==> src/rtl/cam_seq_if.sv <==
// Handshake and status bundle between the camera sequencer and its
// surroundings. The master side drives the requests and the config/frame
// status; the slave side is the sequencer itself.
interface cam_seq_if;
  logic       start;
  logic       stop;
  logic [7:0] n_frames;
  logic       cfg_done;
  logic       frame_done;
  logic       cam_pwdn;
  logic       cam_rst_n;
  logic       cfg_start;
  logic       cap_en;
  logic       busy;
  logic       done;
  logic       err;
  logic [7:0] frame_cnt;
  logic [2:0] state;

  modport master (
    output start, stop, n_frames, cfg_done, frame_done,
    input  cam_pwdn, cam_rst_n, cfg_start, cap_en, busy, done, err,
           frame_cnt, state
  );

  modport slave (
    input  start, stop, n_frames, cfg_done, frame_done,
    output cam_pwdn, cam_rst_n, cfg_start, cap_en, busy, done, err,
           frame_cnt, state
  );
endinterface

==> src/rtl/cam_seq.sv <==
// Camera bring-up and capture sequencer: power-down, hardware reset and
// settle timing, configuration launch with watchdog, then frame capture
// until a frame count is reached, stop is requested, or frames stall.
// Every output is a flop computed from the next state, so no input reaches
// an output combinationally.
module cam_seq #(
  parameter int unsigned PWDN_CYC   = 250000,
  parameter int unsigned RST_CYC    = 25000,
  parameter int unsigned SETTLE_CYC = 2500000,
  parameter int unsigned TO_CYC     = 12500000
) (
  input logic      clk,
  input logic      rst_n,
  cam_seq_if.slave bus
);

  typedef enum logic [2:0] {
    S_IDLE    = 3'd0,
    S_PWDN    = 3'd1,
    S_RESET   = 3'd2,
    S_SETTLE  = 3'd3,
    S_CONFIG  = 3'd4,
    S_CAPTURE = 3'd5,
    S_DONE    = 3'd6,
    S_ERROR   = 3'd7
  } state_e;

  // A zero-length parameter behaves as a one-cycle state.
  function automatic logic [23:0] load_val(input int unsigned p);
    if (p == 0) return 24'd0;
    return 24'(p - 1);
  endfunction

  localparam logic [23:0] LD_PWDN   = load_val(PWDN_CYC);
  localparam logic [23:0] LD_RST    = load_val(RST_CYC);
  localparam logic [23:0] LD_SETTLE = load_val(SETTLE_CYC);
  localparam logic [23:0] LD_TO     = load_val(TO_CYC);

  state_e      state_q, state_d;
  logic [23:0] tmr_q, tmr_d;
  logic [7:0]  frame_cnt_q, frame_cnt_d;
  logic        cfg_first_q, cfg_first_d;
  logic        cam_pwdn_q, cam_pwdn_d;
  logic        cam_rst_n_q, cam_rst_n_d;
  logic        cfg_start_q, cfg_start_d;
  logic        cap_en_q, cap_en_d;
  logic        busy_q, busy_d;
  logic        done_q, done_d;
  logic        err_q, err_d;
  logic [7:0]  frame_inc;

  // Next-state, shared timer and frame counter, plus next registered outputs.
  always_comb begin
    state_d     = state_q;
    tmr_d       = (tmr_q != 24'd0) ? tmr_q - 24'd1 : 24'd0;
    frame_cnt_d = frame_cnt_q;
    cfg_first_d = 1'b0;
    frame_inc   = (frame_cnt_q == 8'hFF) ? 8'hFF : frame_cnt_q + 8'd1;

    case (state_q)
      S_IDLE, S_ERROR: begin
        if (bus.start) begin
          state_d     = S_PWDN;
          tmr_d       = LD_PWDN;
          frame_cnt_d = 8'd0;
        end
      end
      S_PWDN: begin
        if (tmr_q == 24'd0) begin
          state_d = S_RESET;
          tmr_d   = LD_RST;
        end
      end
      S_RESET: begin
        if (tmr_q == 24'd0) begin
          state_d = S_SETTLE;
          tmr_d   = LD_SETTLE;
        end
      end
      S_SETTLE: begin
        if (tmr_q == 24'd0) begin
          state_d     = S_CONFIG;
          tmr_d       = LD_TO;
          cfg_first_d = 1'b1;
        end
      end
      S_CONFIG: begin
        // cfg_done may still be stale from a previous session on the first cycle.
        if (!cfg_first_q && bus.cfg_done) begin
          state_d = S_CAPTURE;
          tmr_d   = LD_TO;
        end else if (tmr_q == 24'd0) begin
          state_d = S_ERROR;
        end
      end
      S_CAPTURE: begin
        // A frame always counts and rearms the watchdog, even if it expires now.
        if (bus.frame_done) begin
          frame_cnt_d = frame_inc;
          tmr_d       = LD_TO;
          if (bus.stop || (bus.n_frames != 8'd0 && frame_inc == bus.n_frames)) begin
            state_d = S_DONE;
            tmr_d   = 24'd0;
          end
        end else if (bus.stop) begin
          state_d = S_DONE;
        end else if (tmr_q == 24'd0) begin
          state_d = S_ERROR;
        end
      end
      S_DONE: begin
        state_d = S_IDLE;
      end
      default: begin
        state_d = S_IDLE;
      end
    endcase

    cam_pwdn_d  = (state_d == S_IDLE) || (state_d == S_PWDN) || (state_d == S_ERROR);
    cam_rst_n_d = (state_d == S_SETTLE) || (state_d == S_CONFIG) ||
                  (state_d == S_CAPTURE) || (state_d == S_DONE);
    cfg_start_d = (state_d == S_SETTLE) && (tmr_d == 24'd0);
    cap_en_d    = (state_d == S_CAPTURE);
    busy_d      = (state_d != S_IDLE) && (state_d != S_DONE) && (state_d != S_ERROR);
    done_d      = (state_d == S_DONE);
    err_d       = (state_d == S_ERROR);
  end

  // State, timer and output registers with asynchronous active-low reset.
  always_ff @(posedge clk or negedge rst_n) begin
    if (!rst_n) begin
      state_q     <= S_IDLE;
      tmr_q       <= 24'd0;
      frame_cnt_q <= 8'd0;
      cfg_first_q <= 1'b0;
      cam_pwdn_q  <= 1'b1;
      cam_rst_n_q <= 1'b0;
      cfg_start_q <= 1'b0;
      cap_en_q    <= 1'b0;
      busy_q      <= 1'b0;
      done_q      <= 1'b0;
      err_q       <= 1'b0;
    end else begin
      state_q     <= state_d;
      tmr_q       <= tmr_d;
      frame_cnt_q <= frame_cnt_d;
      cfg_first_q <= cfg_first_d;
      cam_pwdn_q  <= cam_pwdn_d;
      cam_rst_n_q <= cam_rst_n_d;
      cfg_start_q <= cfg_start_d;
      cap_en_q    <= cap_en_d;
      busy_q      <= busy_d;
      done_q      <= done_d;
      err_q       <= err_d;
    end
  end

  assign bus.state     = state_q;
  assign bus.frame_cnt = frame_cnt_q;
  assign bus.cam_pwdn  = cam_pwdn_q;
  assign bus.cam_rst_n = cam_rst_n_q;
  assign bus.cfg_start = cfg_start_q;
  assign bus.cap_en    = cap_en_q;
  assign bus.busy      = busy_q;
  assign bus.done      = done_q;
  assign bus.err       = err_q;

endmodule
==> src/flat_wrapper.sv <==
// flat-port wrapper written by rule: the top's interface ports become plain ports
module cam_seq_flat 
#(
  parameter int unsigned PWDN_CYC   = 250000,
  parameter int unsigned RST_CYC    = 25000,
  parameter int unsigned SETTLE_CYC = 2500000,
  parameter int unsigned TO_CYC     = 12500000
)
  (clk, rst_n, bus_start, bus_stop, bus_n_frames, bus_cfg_done, bus_frame_done, bus_cam_pwdn, bus_cam_rst_n, bus_cfg_start, bus_cap_en, bus_busy, bus_done, bus_err, bus_frame_cnt, bus_state);
  cam_seq_if bus_i ();
  input logic clk;
  input logic rst_n;
  input wire logic [$bits(bus_i.start)-1:0] bus_start;
  input wire logic [$bits(bus_i.stop)-1:0] bus_stop;
  input wire logic [$bits(bus_i.n_frames)-1:0] bus_n_frames;
  input wire logic [$bits(bus_i.cfg_done)-1:0] bus_cfg_done;
  input wire logic [$bits(bus_i.frame_done)-1:0] bus_frame_done;
  output wire logic [$bits(bus_i.cam_pwdn)-1:0] bus_cam_pwdn;
  output wire logic [$bits(bus_i.cam_rst_n)-1:0] bus_cam_rst_n;
  output wire logic [$bits(bus_i.cfg_start)-1:0] bus_cfg_start;
  output wire logic [$bits(bus_i.cap_en)-1:0] bus_cap_en;
  output wire logic [$bits(bus_i.busy)-1:0] bus_busy;
  output wire logic [$bits(bus_i.done)-1:0] bus_done;
  output wire logic [$bits(bus_i.err)-1:0] bus_err;
  output wire logic [$bits(bus_i.frame_cnt)-1:0] bus_frame_cnt;
  output wire logic [$bits(bus_i.state)-1:0] bus_state;
  assign bus_i.start = bus_start;
  assign bus_i.stop = bus_stop;
  assign bus_i.n_frames = bus_n_frames;
  assign bus_i.cfg_done = bus_cfg_done;
  assign bus_i.frame_done = bus_frame_done;
  assign bus_cam_pwdn = bus_i.cam_pwdn;
  assign bus_cam_rst_n = bus_i.cam_rst_n;
  assign bus_cfg_start = bus_i.cfg_start;
  assign bus_cap_en = bus_i.cap_en;
  assign bus_busy = bus_i.busy;
  assign bus_done = bus_i.done;
  assign bus_err = bus_i.err;
  assign bus_frame_cnt = bus_i.frame_cnt;
  assign bus_state = bus_i.state;
  cam_seq #(.PWDN_CYC(PWDN_CYC), .RST_CYC(RST_CYC), .SETTLE_CYC(SETTLE_CYC), .TO_CYC(TO_CYC)) u_core (.clk(clk), .rst_n(rst_n), .bus(bus_i));
endmodule
==> config.mk <==
export PLATFORM = sky130hd
export DESIGN_NAME = cam_seq_flat
export DESIGN_NICKNAME = d
export VERILOG_FILES = /design/src/rtl/cam_seq_if.sv /design/src/rtl/cam_seq.sv /design/src/flat_wrapper.sv
export SDC_FILE = /design/constraint.sdc
export NUM_CORES = 1
export LEC_CHECK = 0
export ABC_AREA = 0
export CAP_MARGIN = 5
export CORE_UTILIZATION = 55
export CTS_CLUSTER_SIZE = 16
export DETAILED_ROUTE_END_ITERATION = 10
export DONT_BUFFER_PORTS = 1
export PLACE_DENSITY = 0.73
export RECOVER_POWER = 100
export SLEW_MARGIN = 30
export SYNTH_ARGS = -nofsm -noshare
export SYNTH_HDL_FRONTEND = slang
export SYNTH_SLANG_ARGS = --single-unit
export TNS_END_PERCENT = 1
==> constraint.sdc <==
create_clock -name clk -period 9.37 [get_ports clk]
set_input_delay 0.937 -clock clk [delete_from_list [all_inputs] [get_ports clk]]
set_output_delay 0.937 -clock clk [all_outputs]
set_load 0.01 [all_outputs]
# Word-level counts from Yosys, hierarchy flattened
# Cells that the tools add are included.
# word_totals
output_inout_bits,18
register_bits,43
word_cells,79
inputBits,14
# classes
addsub,2
n_eq_ne,19
reduce_logical,22
mux,25
# ops
cell,n
24-bit 2-to-1 mux,8
24-bit case mux with 6 select lines,1
24-bit zero test,2
3-bit 2-to-1 mux,9
3-bit equality test (second input constant),8
8-bit 2-to-1 mux,3
24-bit nonzero test,1
24-bit by 1-bit subtractor with 24-bit output (second input constant),1
3-bit case mux with 7 select lines,1
8-bit case mux with 2 select lines,1
3-bit by 2-bit equality test with 1-bit output (second input constant),3
8-bit by 1-bit adder with 8-bit output (second input constant),1
8-bit equality test,1
8-bit equality test (second input constant),1
8-bit nonzero test,1
3-bit by 1-bit equality test with 1-bit output (second input constant),2
3-bit zero test,2
1-bit logical OR,6
3-bit != test (second input constant),2
1-bit logical AND,5
2-bit != test (second input constant),2
3-bit AND reduction,1
3-bit nonzero test,1
1-bit 2-to-1 mux,2
other kinds (3),3

# Logic depth before layout (Yosys ltp)
# Gate-level depths: netlist of the first run.
# logic_depth
depth_word,12
depth_mapped,12
depth_no_buf,12

# Least setup slack after synthesis of the first run
# Ideal clock, no wire load.
# synth_path
path_type,input to register
start,input port bus_start
end,"register u_core.cfg_start_q, in the netlist u_core.bus.cfg_start"
t_required_ps,9303
cell_stages,9
setup_ps,67
t_arrival_ps,3245
setup_slack_ps,6058
path_buffers,1
cell_sequence,buf_2 -> and4_1 -> a31oi_1 -> nand2_2 -> or3_1 -> a21boi_0 -> or4b_1 -> nor4_2 -> o2111a_1
# synth_via
elab_chain_len,4
word_cells_on_any_way,7
# synth_rtl
item,line_no,source
from (decl),flat_wrapper.sv:13,input wire logic [$bits(bus_i.start)-1:0] bus_start;
24-bit 2-to-1 mux or 3-bit 2-to-1 mux (tied branches),cam_seq.sv:62,if (bus.start) begin
24-bit case mux with 6 select lines or 3-bit case mux with 7 select lines (tied branches),cam_seq.sv:60,case (state_q)
24-bit zero test or 3-bit by 2-bit equality test with 1-bit output (tied branches),cam_seq.sv:122,cfg_start_d = (state_d == S_SETTLE) && (tmr_d == 24'd0);
1-bit logical AND *,cam_seq.sv:122,
via u_core.cfg_start_d,cam_seq.sv:45,"logic cfg_start_q, cfg_start_d;"
to (signal assigned),cam_seq.sv:150,cfg_start_q <= cfg_start_d;
to (decl),cam_seq.sv:45,
# Mark *: on every way through the listed nets, which the timed path passes. The rest lies on a longest branch.
# A chain may end at the register's enable or synchronous reset.

# Final worst setup path of the first run
# layout_path
start,"register u_core.frame_cnt_q[0], in the netlist u_core.bus.frame_cnt[0]"
end,"register u_core.cfg_start_q, in the netlist u_core.bus.cfg_start"
# layout_via
elab_chain_len,10
word_cells_on_any_way,15
# layout_rtl
item,line_no,source
from (decl),cam_seq.sv:41,"logic [7:0] frame_cnt_q, frame_cnt_d;"
from (signal assigned),cam_seq.sv:146,frame_cnt_q <= frame_cnt_d;
8-bit by 1-bit adder with 8-bit output or 8-bit equality test (tied branches),cam_seq.sv:58,frame_inc = (frame_cnt_q == 8'hFF) ? 8'hFF : frame_cnt_q + 8'd1;
8-bit 2-to-1 mux *,cam_seq.sv:58,
8-bit equality test *,cam_seq.sv:101,if (bus.stop || (bus.n_frames != 8'd0 && frame_inc == bus.n_frames)) begin
1-bit logical AND *,cam_seq.sv:101,
1-bit logical OR *,cam_seq.sv:101,
3-bit 2-to-1 mux *,cam_seq.sv:101,
3-bit 2-to-1 mux *,cam_seq.sv:98,if (bus.frame_done) begin
3-bit case mux with 7 select lines *,cam_seq.sv:60,
via u_core.state_d[1],cam_seq.sv:39,"state_e state_q, state_d;"
3-bit by 2-bit equality test with 1-bit output *,cam_seq.sv:122,
1-bit logical AND *,cam_seq.sv:122,
via u_core.cfg_start_d,cam_seq.sv:45,
# Marked as above.

==> results of run 1 <==
==> routing by layer <==
| layer | vias to the layer above | track usage (%) | wire length [um] |
|---|---|---|---|
| li1 | 1471 | - | - |
| met1 | 1524 | 41.43 | 3839 |
| met2 | 176 | 52.22 | 4459 |
| met3 | 21 | 6.400 | 742 |
| met4 | 0 | 11.27 | 264 |
| met5 | - | 0 | 0 |
==> kinds of logic after synthesis <==
group / after synthesis
buffers and inverters: 29
xor gates and xnor gates: 25
DFF: 43
muxes: 2
AOI/OAI and AO/OA: 118
and+or+nand+nor: 185
adders and majority gates: 3
==> placed cells by master, fill, tap and decap left out, drive strengths merged, types with 5 or more instances in the layout <==
cell,instances
nand2,39
or4,6
a211oi,6
o211ai,6
a21oi,34
o22ai,5
nand3,18
or2,5
nor2,49
nor4,8
inv,7
xnor2,14
clkbuf,7
dfrtp,42
nor3,22
o21ai,27
a31oi,12
xor2,11
nor2b,5
==> final timing paths <==
check	start	cells past startpoint	slack (ns)	endpoint
setup reg to reg	u_core.bus.frame_cnt[0]	10	4.71	u_core.bus.cfg_start
hold / removal	rst_n	0	0.33	u_core.tmr_q[20]
setup / recovery	u_core.bus.frame_cnt[0]	10	4.71	u_core.bus.cfg_start
min in group clk	u_core.tmr_q[0]	1	0.57	u_core.tmr_q[0]
hold reg to reg	u_core.tmr_q[0]	1	0.57	u_core.tmr_q[0]
max in group asynchronous	rst_n	0	8.86	u_core.bus.cam_pwdn
==> flip-flops by register name (all words and copies together) (netlist names) <==
signal,flops
u_core.bus.err,1
u_core.bus.cam_rst_n,1
u_core.bus.busy,1
u_core.bus.frame_cnt,8
u_core.bus.cap_en,1
u_core.bus.cfg_start,1
u_core.tmr_q,24
u_core.bus.cam_pwdn,1
u_core.cfg_first_q,1
u_core.bus.done,1
u_core.bus.state,3
==> critical path, cell delays in order, from the launching register on <==
cell and delay (ns):
dfrtp_1 0.49, ha_1 0.38, nand4_1 0.23, nor2_1 0.12
or4_2 0.65, a2111oi_0 1.10, a311oi_1 0.46, o22ai_1 0.44
nand2_1 0.23, nor3_1 0.27, o2111a_1 0.23
==> where the power goes <==
part	total [W]	internal, W	leakage (nW)	switching [W]
clock	0.000141	0.0000797	0.0524	0.0000613
combinational	0.000137	0.0000600	0.698	0.0000766
sequential	0.000259	0.000212	0.528	0.0000461
==> stage by stage <==
step	worst slack, ns	std cells
finish	4.705	465
global route	4.435	465
CTS	5.780	465
detailed placement	5.804	457
global placement	5.829	457
floorplan	6.058	405
==> final cells by class <==
cell class | instances | area (sq um) | share of cell area (%)
multi-input cells | 333 | 2046 | 61.01
clock buffers | 7 | 76.32 | 2.276
clock inverters | 1 | 30.03 | 0.8955
flip-flops and latches | 43 | 1077 | 32.13
well taps | 72 | 90.09 | 2.687
inverters | 9 | 33.78 | 1.007
==> results.ini, run 1 <==
[clock_network]
post_cts.repair.setup_buffers = 0
cts_max_path_buffers = 2
ctsHoldBuffers = 0
path_clk_slew_ns = 0.08
cts_root_buffer = clkbuf_8
cts_resized = 0
cts_sinks = 43
numCtsBuffers = 5
clock_latency_ns = 0.30
htreeDepth = 2
cts_tree = done

[synthesis]
ys.flop_type = dfrtp_1
synth_top_area_cell = dfrtp_1
synthTopCellsByArea = dfrtp_1 (32%), nor2_1 (5.6%), a21oi_1 (4.9%)
synth-simple-area-share_pct = 30.89
yosysSeqAreaShare_pct = 32.68
synth_adder_area_share_pct = 1.139
synthCells = 405
ys_types = 76
synth-seq-cells = 43
synth_top_area_share_pct = 31.88
synth_compound_area_share_pct = 24.10
yosysMostFrequentCell = nor2_1
synth_top_family_by_area = simple AND/OR/NAND/NOR gates
yosys-top-cells-count = nor2_1 (49), dfrtp_1 (42), nand2_1 (36), a21oi_1 (32), o21ai_0 (27)
synth_edf_count = 0
syn_avg_cell_area_sq_um = 8.141
synthMuxAreaShare_pct = 0.6072
synth-xor-area-share_pct = 6.641
ys_warn_count = 0
synthArstFlopShare_pct = 100.0
synth_nets = 422
netlist_area_sq_um = 3297

[layout]
final_area_sq_um = 3353
final_core_util_pct = 59.44
drive_above_1_share_pct = 6.616
filler_cell_count = 527
fin_nets = 409
diodes = 0
area_growth_pct = 1.708

[sta]
whs_ns = 0.3261
max_freq_mhz = 214.4
slew_headroom_pct = 14.83
period_needed_ns = 4.665
tightest_slew_ns = 1.245
period_share_pct = 49.78
fin_setup_tns_ns = 0
setup_viol = 0
clock_skew_ns = 0.004855
drv_slew = 0
rsz0062_at_grt = no
finalHoldViolCount = 0

[status]
outcome = completed

[detailed_routing]
postRouteAntennaNets = 0
drc = 0
drt_iter0_markers = 390
vias_per_cell = 6.865
vias = 3192
wl_per_cell_um = 20.01
dr.pass1.iters = 5
wirelength_um = 9306

[pwr]
p_leak_nw = 1.278
total_power_w = 0.0005362
peakVddDrop_v = 0.00009239
p_per_area_nw_per_um2 = 159.9

[critical_path]
endpoint_kind = flip-flop
path_max_fanout = 10
start_kind = flip-flop
worstPathArrival_ns = 4.90
critPathKind = flip-flop to flip-flop
crit_required_ns = 9.60

[floorplanning]
row_count = 27
die_h_um = 79.43
io_pins = 32
core-area_sq_um = 5642
start_util_pct = 58.44
dieArea_sq_um = 6308
fp.dieW_um = 79.43

[placement]
place.gp.congestion = 0.9468
port_buffers = 0
placed_area_sq_um = 3291
hpwl_um = 6859

[global_route]
grt-ovfl-total = 0
grt_pass1_vias = 2971
antenna_found_initial = 0
track_usage_pct = 31.82
grt_pass1_wl_um = 15090
grt_max_degree = 44

[run]
cap_violations = 0

[min_path]
hold_path.class = input port to asynchronous set/reset pin

No activity file was read; power rests on OpenSTA's default activity.
==> inputs of run 2 (changes only) <==
- clock period: 9.37 -> 4.55 ns (I/O delays scaled with it)
==> results.ini, run 2 (synthesized netlist as in run 1, its figures left out) <==
[pwr]
p_per_area_nw_per_um2 = 322.2  ; was 159.9 nW/um^2
pwr-share-comb_pct = 26.5  ; was 25.5%
seqPwrFrac_pct = 49.8  ; was 48.2%
p_clk_share_pct = 23.7  ; was 26.3%
p_leak_nw = 1.284  ; was 1.278 nW
p_sw_share_pct = 36.68  ; was 34.31%
switchingPower_w = 0.0003970  ; was 0.0001840 W
peakVddDrop_v = 0.0002167  ; was 0.00009239 V
p_int_w = 0.0006854  ; was 0.0003522 W

[floorplanning]
io_pins = 32  ; unchanged
fp.dieW_um = 79.43  ; unchanged
row_count = 27  ; unchanged
start_util_pct = 58.44  ; unchanged
dieArea_sq_um = 6308  ; unchanged
die_h_um = 79.43  ; unchanged
core-area_sq_um = 5642  ; unchanged

[global_route]
grt_pass1_wl_um = 15260  ; was 15090 um
antenna_found_initial = 0  ; unchanged
grt_pass1_vias = 3050  ; was 2971
track_usage_pct = 31.51  ; was 31.82%
grt_max_degree = 44  ; unchanged
grt-ovfl-total = 0  ; unchanged

[sta]
clock_skew_ns = 0.008194  ; was 0.004855 ns
period_needed_ns = 3.576  ; was 4.665 ns
drv_slew = 44  ; was 0
period_share_pct = 78.59  ; was 49.78%
setup_viol = 0  ; unchanged
fin_setup_tns_ns = 0  ; unchanged
slew_headroom_pct = -52.76  ; was 14.83%
tightest_slew_ns = 2.291  ; was 1.245 ns
finalHoldViolCount = 0  ; unchanged
max_freq_mhz = 279.7  ; was 214.4 MHz
rsz0062_at_grt = no  ; unchanged

[critical_path]
critPathKind = flip-flop to flip-flop  ; unchanged
path_max_fanout = 10  ; unchanged
r2r_cells = 10  ; unchanged
worstPathArrival_ns = 3.81  ; was 4.90 ns
endpoint_kind = flip-flop  ; unchanged
start_kind = flip-flop  ; unchanged
regToRegEndpoint = u_core.bus.cfg_start  ; unchanged
reg2reg_slack_ns = 0.97  ; was 4.71 ns
crit_required_ns = 4.79  ; was 9.60 ns
r2r_start = u_core.bus.frame_cnt[0]  ; unchanged

[placement]
place.gp.congestion = 1.019  ; was 0.9468
hpwl_um = 6909  ; was 6859 um
dpl.cell_count = 459  ; was 457
port_buffers = 0  ; unchanged

[clock_network]
cts_tree = done  ; unchanged
path_clk_slew_ns = 0.08  ; about the same
htreeDepth = 2  ; unchanged
cts_root_buffer = clkbuf_8  ; unchanged
post_cts.repair.setup_buffers = 0  ; unchanged
cts_max_path_buffers = 2  ; unchanged
cts_resized = 0  ; unchanged
clock_latency_ns = 0.30  ; about the same
cts_sinks = 43  ; unchanged
numCtsBuffers = 5  ; unchanged

[layout]
area_growth_pct = 1.897  ; was 1.708%
seqCellArea_sq_um = 1077  ; unchanged
diodes = 0  ; unchanged
drive_above_1_share_pct = 6.818  ; was 6.616%
regMostFlops = u_core.tmr_q  ; unchanged
fin_nets = 412  ; was 409
final_cell_mix = nor2_1 (49), dfrtp_1 (42), nand2_1 (38), a21oi_1 (32), o21ai_0 (27)  ; unchanged
largest_reg_flops = 24  ; unchanged
final_cells = 468  ; was 465
filler_cell_count = 527  ; unchanged
multi_input_area_sq_um = 2048  ; was 2046 sq um
final_common_cell = nor2_1  ; unchanged

[detailed_routing]
drt_iter0_markers = 341  ; was 390
wirelength_um = 9324  ; was 9306 um
wl_per_cell_um = 19.92  ; was 20.01 um
postRouteAntennaNets = 0  ; unchanged
drc = 0  ; unchanged
vias_per_cell = 7.002  ; was 6.865
vias = 3277  ; was 3192
dr.pass1.iters = 8  ; was 5

[min_path]
hold_path.class = input port to flip-flop  ; was input port to asynchronous set/reset pin
hold_path_depth = 2
hp-start = bus_frame_done
hold_path_end = u_core.tmr_q[1]

[status]
outcome = finished, violations left  ; was completed
violations = max-capacitance violations, max-slew violations

[run]
cap_violations = 1  ; was 0

[run 2: cell type report]
cell class              count  area share [%]
multi-input cells         333           60.97
flip-flops and latches     43           32.07
well taps                  72           2.682
clock buffers               7           2.570
inverters                   9           1.006
repair buffers              3          0.4469
clock inverters             1          0.2607
[run 2: worst max-delay path by stage]
stage | end | depth (start not counted) | from | slack, ns
final | u_core.bus.cfg_start | 10 | u_core.bus.frame_cnt[0] | 0.97
after global routing | u_core.bus.cfg_start | 10 | u_core.bus.frame_cnt[0] | 0.67
after CTS | u_core.bus.cfg_start | 8 | u_core.bus.state[2] | 1.09
after detailed placement | u_core.bus.cfg_start | 9 | u_core.bus.frame_cnt[0] | 1.12
after global placement | u_core.bus.cfg_start | 9 | u_core.bus.frame_cnt[0] | 1.24
after floorplan | u_core.bus.cfg_start | 11 | u_core.bus.frame_cnt[0] | 1.53
[run 2: power groups by stage]
stage               clock (W)  combinational [W]  sequential, W
floorplan                   0           0.000225       0.000513
global placement            0           0.000269       0.000544
detailed placement          0           0.000269       0.000544
CTS                  0.000261           0.000281       0.000537
global route         0.000277           0.000308       0.000550
finish               0.000257           0.000286       0.000539
[run 2: what timing repair did]
item                                    CTS  global route
endpoints found under the setup margin    0             0
hold endpoints to repair                 43             0
hold buffers                              1             0
[run 2: metrics by stage]
stage                     utilization [%]  cell area [sq um]  setup WS, ns  hold WS, ns  power [W]
final                               59.55               3359        0.9741       0.3519   0.001082
after global routing                59.55               3359        0.6742       0.3437   0.001135
after CTS                           60.68               3423         1.086     0.006418   0.001078
after detailed placement            58.64               3308         1.116       0.1613  0.0008133
after global placement              58.59               3306         1.236       0.1608  0.0008131
after floorplan                         -               3297         1.535       0.1594  0.0007379
[run 2: routing by layer]
layer	track usage [%]	routed length (um)
met5	0	0
met4	13.82	350
met3	6.743	862
met2	48.72	4304
met1	42.24	3806
[run 2: worst max-delay path: stages, from the launching register on]
cell and delay, ns:
dfrtp_1 0.48, ha_1 0.36, nand4_1 0.21, nor2_1 0.11, or4_1 0.56, a2111oi_4 0.41
a311oi_1 0.27, o22ai_1 0.41, nand2_1 0.25, nor3_1 0.23, o2111a_1 0.22
